$ cat src/rtl/univ_shift_pkg.sv
// Shared encodings for the universal shift sequencer: operation modes, FSM states
// and a helper that classifies which modes step the register.
package univ_shift_pkg;

  typedef enum logic [2:0] {
    MODE_HOLD = 3'b000,
    MODE_LOAD = 3'b001,
    MODE_SHL  = 3'b010,
    MODE_SHR  = 3'b011,
    MODE_ROL  = 3'b100,
    MODE_ROR  = 3'b101,
    MODE_ASR  = 3'b110,
    MODE_RSVD = 3'b111
  } mode_e;

  typedef enum logic [1:0] {
    ST_IDLE  = 2'd0,
    ST_SHIFT = 2'd1,
    ST_DONE  = 2'd2
  } state_e;

  // True for modes that move bits one position per step.
  function automatic logic is_shift_mode(mode_e m);
    return (m == MODE_SHL) || (m == MODE_SHR) || (m == MODE_ROL) ||
           (m == MODE_ROR) || (m == MODE_ASR);
  endfunction

endpackage

$ cat src/rtl/shift_step.sv
// Combinational one-bit step: next register value and the bit that leaves it.
module shift_step
  import univ_shift_pkg::*;
#(
  parameter int unsigned WIDTH = 8
) (
  input  mode_e            mode,
  input  logic [WIDTH-1:0] y,
  input  logic             sin_l,
  input  logic             sin_r,
  output logic [WIDTH-1:0] y_next_c,
  output logic             out_bit_c
);

  always_comb begin
    y_next_c  = y;
    out_bit_c = 1'b0;
    case (mode)
      MODE_SHL: begin
        y_next_c  = {y[WIDTH-2:0], sin_l};
        out_bit_c = y[WIDTH-1];
      end
      MODE_SHR: begin
        y_next_c  = {sin_r, y[WIDTH-1:1]};
        out_bit_c = y[0];
      end
      MODE_ROL: begin
        y_next_c  = {y[WIDTH-2:0], y[WIDTH-1]};
        out_bit_c = y[WIDTH-1];
      end
      MODE_ROR: begin
        y_next_c  = {y[0], y[WIDTH-1:1]};
        out_bit_c = y[0];
      end
      MODE_ASR: begin
        y_next_c  = {y[WIDTH-1], y[WIDTH-1:1]};
        out_bit_c = y[0];
      end
      default: ;
    endcase
  end

endmodule

$ cat src/rtl/univ_shift_seq.sv
// Universal shift register sequencer: load/hold in one cycle, or perform a latched
// number of one-bit shift/rotate steps, then pulse done.
module univ_shift_seq
  import univ_shift_pkg::*;
#(
  parameter int unsigned WIDTH = 8,
  parameter int unsigned CNT_W = $clog2(WIDTH) + 1
) (
  input  logic             clk,
  input  logic             R,
  input  logic             start,
  input  logic [2:0]       mode,
  input  logic [CNT_W-1:0] amt,
  input  logic [WIDTH-1:0] load_data,
  input  logic             sin_l,
  input  logic             sin_r,
  output logic [WIDTH-1:0] Y,
  output logic             sout,
  output logic             busy,
  output logic             done
);

  state_e           state_q, state_d;
  mode_e            mode_q, mode_d;
  logic [CNT_W-1:0] cnt_q, cnt_d;
  logic [WIDTH-1:0] y_q, y_d;
  logic             sout_q, sout_d;
  logic             busy_q, busy_d;
  logic             done_q, done_d;

  mode_e            mode_in;
  logic [WIDTH-1:0] step_y;
  logic             step_out;

  assign mode_in = mode_e'(mode);

  shift_step #(.WIDTH(WIDTH)) u_step (
    .mode      (mode_q),
    .y         (y_q),
    .sin_l     (sin_l),
    .sin_r     (sin_r),
    .y_next_c  (step_y),
    .out_bit_c (step_out)
  );

  // Next-state, counter and datapath; busy/done are registered from the next state.
  always_comb begin
    state_d = state_q;
    mode_d  = mode_q;
    cnt_d   = cnt_q;
    y_d     = y_q;
    sout_d  = sout_q;
    busy_d  = 1'b0;
    done_d  = 1'b0;
    case (state_q)
      ST_IDLE: begin
        if (start) begin
          if (mode_in == MODE_LOAD) begin
            y_d     = load_data;
            state_d = ST_DONE;
          end else if (is_shift_mode(mode_in) && (amt != '0)) begin
            mode_d  = mode_in;
            cnt_d   = amt;
            state_d = ST_SHIFT;
          end else begin
            state_d = ST_DONE;
          end
        end
      end
      ST_SHIFT: begin
        y_d    = step_y;
        sout_d = step_out;
        cnt_d  = cnt_q - CNT_W'(1);
        if (cnt_q == CNT_W'(1)) state_d = ST_DONE;
      end
      ST_DONE:  state_d = ST_IDLE;
      default:  state_d = ST_IDLE;
    endcase
    busy_d = (state_d == ST_SHIFT);
    done_d = (state_d == ST_DONE);
  end

  always_ff @(posedge clk or negedge R) begin
    if (!R) begin
      state_q <= ST_IDLE;
      mode_q  <= MODE_HOLD;
      cnt_q   <= '0;
      y_q     <= '0;
      sout_q  <= 1'b0;
      busy_q  <= 1'b0;
      done_q  <= 1'b0;
    end else begin
      state_q <= state_d;
      mode_q  <= mode_d;
      cnt_q   <= cnt_d;
      y_q     <= y_d;
      sout_q  <= sout_d;
      busy_q  <= busy_d;
      done_q  <= done_d;
    end
  end

  assign Y    = y_q;
  assign sout = sout_q;
  assign busy = busy_q;
  assign done = done_q;

endmodule

$ cat config.mk
export PLATFORM = sky130hd
export DESIGN_NAME = univ_shift_seq
export DESIGN_NICKNAME = d
export VERILOG_FILES = /design/src/rtl/univ_shift_pkg.sv /design/src/rtl/shift_step.sv /design/src/rtl/univ_shift_seq.sv
export SDC_FILE = /design/constraint.sdc
export NUM_CORES = 1
export LEC_CHECK = 0
export CAP_MARGIN = 20
export CELL_PAD_IN_SITES_DETAIL_PLACEMENT = 1
export CELL_PAD_IN_SITES_GLOBAL_PLACEMENT = 2
export CORE_ASPECT_RATIO = 1.5
export CORE_MARGIN = 3
export CORE_UTILIZATION = 27
export CTS_CLUSTER_DIAMETER = 80
export DETAILED_ROUTE_END_ITERATION = 12
export PLACE_DENSITY_LB_ADDON = 0.3
export SKIP_LAST_GASP = 1
export SYNTH_ARGS = -nofsm -noshare
export SYNTH_HDL_FRONTEND = slang
export SYNTH_SLANG_ARGS = --single-unit
$ cat constraint.sdc
create_clock -name clk -period 1.74 [get_ports clk]
set_input_delay 0.348 -clock clk [delete_from_list [all_inputs] [get_ports clk]]
set_output_delay 0.348 -clock clk [all_outputs]
set_load 0.01 [all_outputs]
==> impl_metrics.py <==
metrics = {
    "logic_synthesis": {
        "synth_seq_area_share": 0.354,
        "syn_inst": 154,
        "postSynthAreaPerCell_um2": 9.17,
        "synth_edf_count": 0,
        "ys_async_sr_fraction": 1.00,
        "synth_top_cell_area_share": 0.354,
        "syn-cell-area_um2": 1410,
        "synth_cell_type_count": 46,
        "synth-seq-cells": 20,
        "synth_fp_nets": 176,
        "synth_area_leader_cell": "dfrtp_1",
        "netlist_top_cells_area": "dfrtp_1 (35%), mux2_2 (4.8%), mux2i_1 (4.3%)",
        "synth_flop_cell": "dfrtp_1",
        "yosys_warnings": 0,
    },
    "clock_network": {
        "clkLatencyLatePin_ns": 0.26,
        "clk_pin_slew_worst_paths_ns": 0.08,
        "clock-root-buffer": "clkbuf_8",
        "clockBufferDepth": 2,
        "numCtsBuffers": 3,
        "clock-sinks": 20,
        "cts_tree": "built",
        "htreeDepth": 1,
    },
    "placement": {
        "place_area_um2": 1930,
        "port_buffers": 30,
        "dpl.cell_count": 265,
        "dp_hpwl_mm": 3.50,
        "place_congestion": 0.800,
        "dp_slack_ns": -0.440,
    },
    "worst_setup_path": {
        "path_class": "flop to flop",
        "crit_slowest_cell": "or3b_4",
        "crit_fanout": 3,
        "slowest_delay_ns": 0.42,
        "rrSetupSlack_ns": 0.05,
        "worstReg2RegEnd": "mode_q[0]",
        "reg2regPathDepth": 4,
        "worstPathArrival_ns": 1.85,
        "crit_chain": "or3b_4, buf_4, nor4_4, mux2_2",
        "crit_path_start_kind": "flop",
        "reg2reg_from": "state_q[0]",
        "crit_path_end_kind": "flop",
        "cp.required_ns": 1.90,
    },
    "finish": {
        "n_antenna_cell": 0,
        "final_core_util": 0.415,
        "layout.area.seq_um2": 504,
        "drive_gt1_frac": 0.240,
        "final_area_um2": 2040,
        "multi_input_comb_area_um2": 857,
        "fillers": 595,
        "stdcell_count": 270,
        "nNetsFinal": 227,
        "area_growth_pct": 44.6,
    },
    "run": {
        "maxCapViolCount": 0,
    },
    "pwr": {
        "p_leak_nw": 0.870,
        "peakVddDrop_uv": 823,
        "p_switching_mw": 1.64,
        "power_frac_clock": 0.123,
        "combPwrFrac": 0.612,
        "p_per_area_nw_per_um2": 1900,
        "seqPwrFrac": 0.265,
        "swShare": 0.422,
        "p_total_mw": 3.87,
        "p_int_mw": 2.24,
    },
    "sta": {
        "finClkSkew_ns": 0.00686,
        "final.min_clock_period_ns": 1.69,
        "tightestPinTransition_ns": 0.402,
        "setup_tns_ns": 0,
        "fin_ws_ns": 0.0491,
        "maxSlewViolCount": 0,
        "fin_crit_sh": 0.972,
        "rsz0062_at_grt": "yes",
        "slew_headroom": 0.728,
        "hold_viol": 0,
        "fmax_ghz": 0.591,
        "final-setup-viol-count": 0,
        "holdWs_ns": 0.428,
    },
    "global_route": {
        "grt_pass1_wl_mm": 7.37,
        "first_global_vias": 1524,
        "grt_overflow": 0,
        "grt_usage": 0.155,
        "grt_max_degree": 21,
        "antenna_found_initial": 0,
    },
    "floorplan": {
        "start_util": 0.287,
        "placementRows": 31,
        "die_x_um": 65.1,
        "io_pins": 31,
        "die-area_um2": 6150,
        "fp.coreArea_um2": 4930,
        "die_y_um": 94.6,
    },
    "status": {
        "status": "complete, no violations",
    },
    "route": {
        "routed-via-count": 1396,
        "drc": 0,
        "first_iter_violations": 44,
        "via_per_inst": 5.17,
        "wl_per_cell_um": 16.9,
        "wl_mm": 4.56,
        "first_pass_iters": 4,
        "ant_nets": 0,
    },
    "worst_hold_path": {
        "hp-class": "input port to async pin",
    },
}
-- registers in the layout, indices dropped and copies added (netlist names) --
name	count
mode_q	3
busy	1
sout	1
done	1
Y	8
state_q	2
cnt_q	4
-- cell usage after synthesis (4+ instances only) --
cell type and number:
dfrtp_1 20, nand2_1 14, a31oi_1 9, nor3_1 9, inv_1 8, mux2_2 6, mux2i_1 6, nand2b_1 6
nor2_1 6, a21oi_1 5, nor3b_1 5, a211oi_1 4, buf_2 4, clkbuf_1 4, o21ai_0 4, o221ai_1 4
o22ai_1 4
-- power by group through the flow --
stage / logic [mW] / clock network [mW] / registers, mW
floorplan: 1.46 / 0 / 0.945
global placement: 2.21 / 0 / 1.01
detailed placement: 2.31 / 0 / 1.03
CTS: 2.34 / 0.489 / 1.02
global route: 2.59 / 0.512 / 1.08
finish: 2.37 / 0.476 / 1.03
-- metal layers --
metal	GRT usage	vias to the layer above	wire, um
met5	0	-	0
met1	0.165	681	1850
met2	0.306	30	2460
met3	0.0167	8	147
met4	0.0554	0	102
li1	-	677	-
-- layout make-up --
| cell class | instances | area share |
|---|---|---|
| Timing Repair Buffer | 56 | 0.244 |
| Clock buffer | 3 | 0.0202 |
| Multi-Input combinational cell | 116 | 0.419 |
| Sequential cell | 20 | 0.247 |
| Tap cell | 66 | 0.0404 |
| Clock inverter | 1 | 0.0147 |
| Inverter | 8 | 0.0147 |
-- layout by cell type, fill, tap and decap left out, types with 2 or more instances in the layout --
cell type | netlist | final
a211oi_1 | 4 | 2
a211oi_2 | 0 | 2
a21o_1 | 2 | 2
a21oi_1 | 5 | 5
a31oi_1 | 9 | 9
and3_1 | 2 | 2
buf_4 | 0 | 25
clkbuf_8 | 0 | 3
clkdlybuf4s50_1 | 0 | 29
dfrtp_1 | 20 | 17
dfrtp_2 | 0 | 3
ha_1 | 2 | 2
inv_1 | 8 | 8
mux2_2 | 6 | 6
mux2_4 | 2 | 2
mux2i_1 | 6 | 6
nand2_1 | 14 | 14
nand2b_1 | 6 | 6
nor2_1 | 6 | 6
nor2b_1 | 2 | 2
nor3_1 | 9 | 9
nor3b_1 | 5 | 5
nor4_2 | 0 | 2
o21ai_0 | 4 | 4
o221ai_1 | 4 | 4
o22ai_1 | 4 | 4
o41ai_1 | 2 | 2
-- worst max-delay path, delay by kind of cell, from the launching register on --
kind                   cells  cell delay (ns)
AND/OR/NAND/NOR            2             0.64
flip-flops                 1             0.40
multiplexers               1             0.37
buffers and inverters      1             0.16
-- how the worst max path moves through the flow --
stage | start | endpoint | cells after the start
final | state_q[0] | mode_q[0] | 4
after global routing | state_q[0] | Y[2] | 4
after CTS | state_q[1] | Y[0] | 4
after detailed placement | start | Y[0] | 5
after global placement | start | Y[2] | 5
after floorplan | state_q[1] | Y[0] | 5
-- timing repair --
action | in CTS | in global routing
hold buffers | 0 | 0
endpoints found under the setup margin | 14 | 13
endpoints found under the hold margin | 0 | 0
gates resized for setup | 4 | 7
pin swaps | 2 | 4
setup buffers | 0 | 1
-- cells by family after synthesis --
group,count (synthesis),share of synthesized area
AO/OA/AOI/OAI,42,0.206
XOR/XNOR,1,0.00620
adder cells (fa/ha/maj),3,0.0248
buffers and inverters,18,0.0567
flip-flops,20,0.354
multiplexers,14,0.112
AND/OR/NAND/NOR,56,0.240
(Power assumes the default switching activity.)
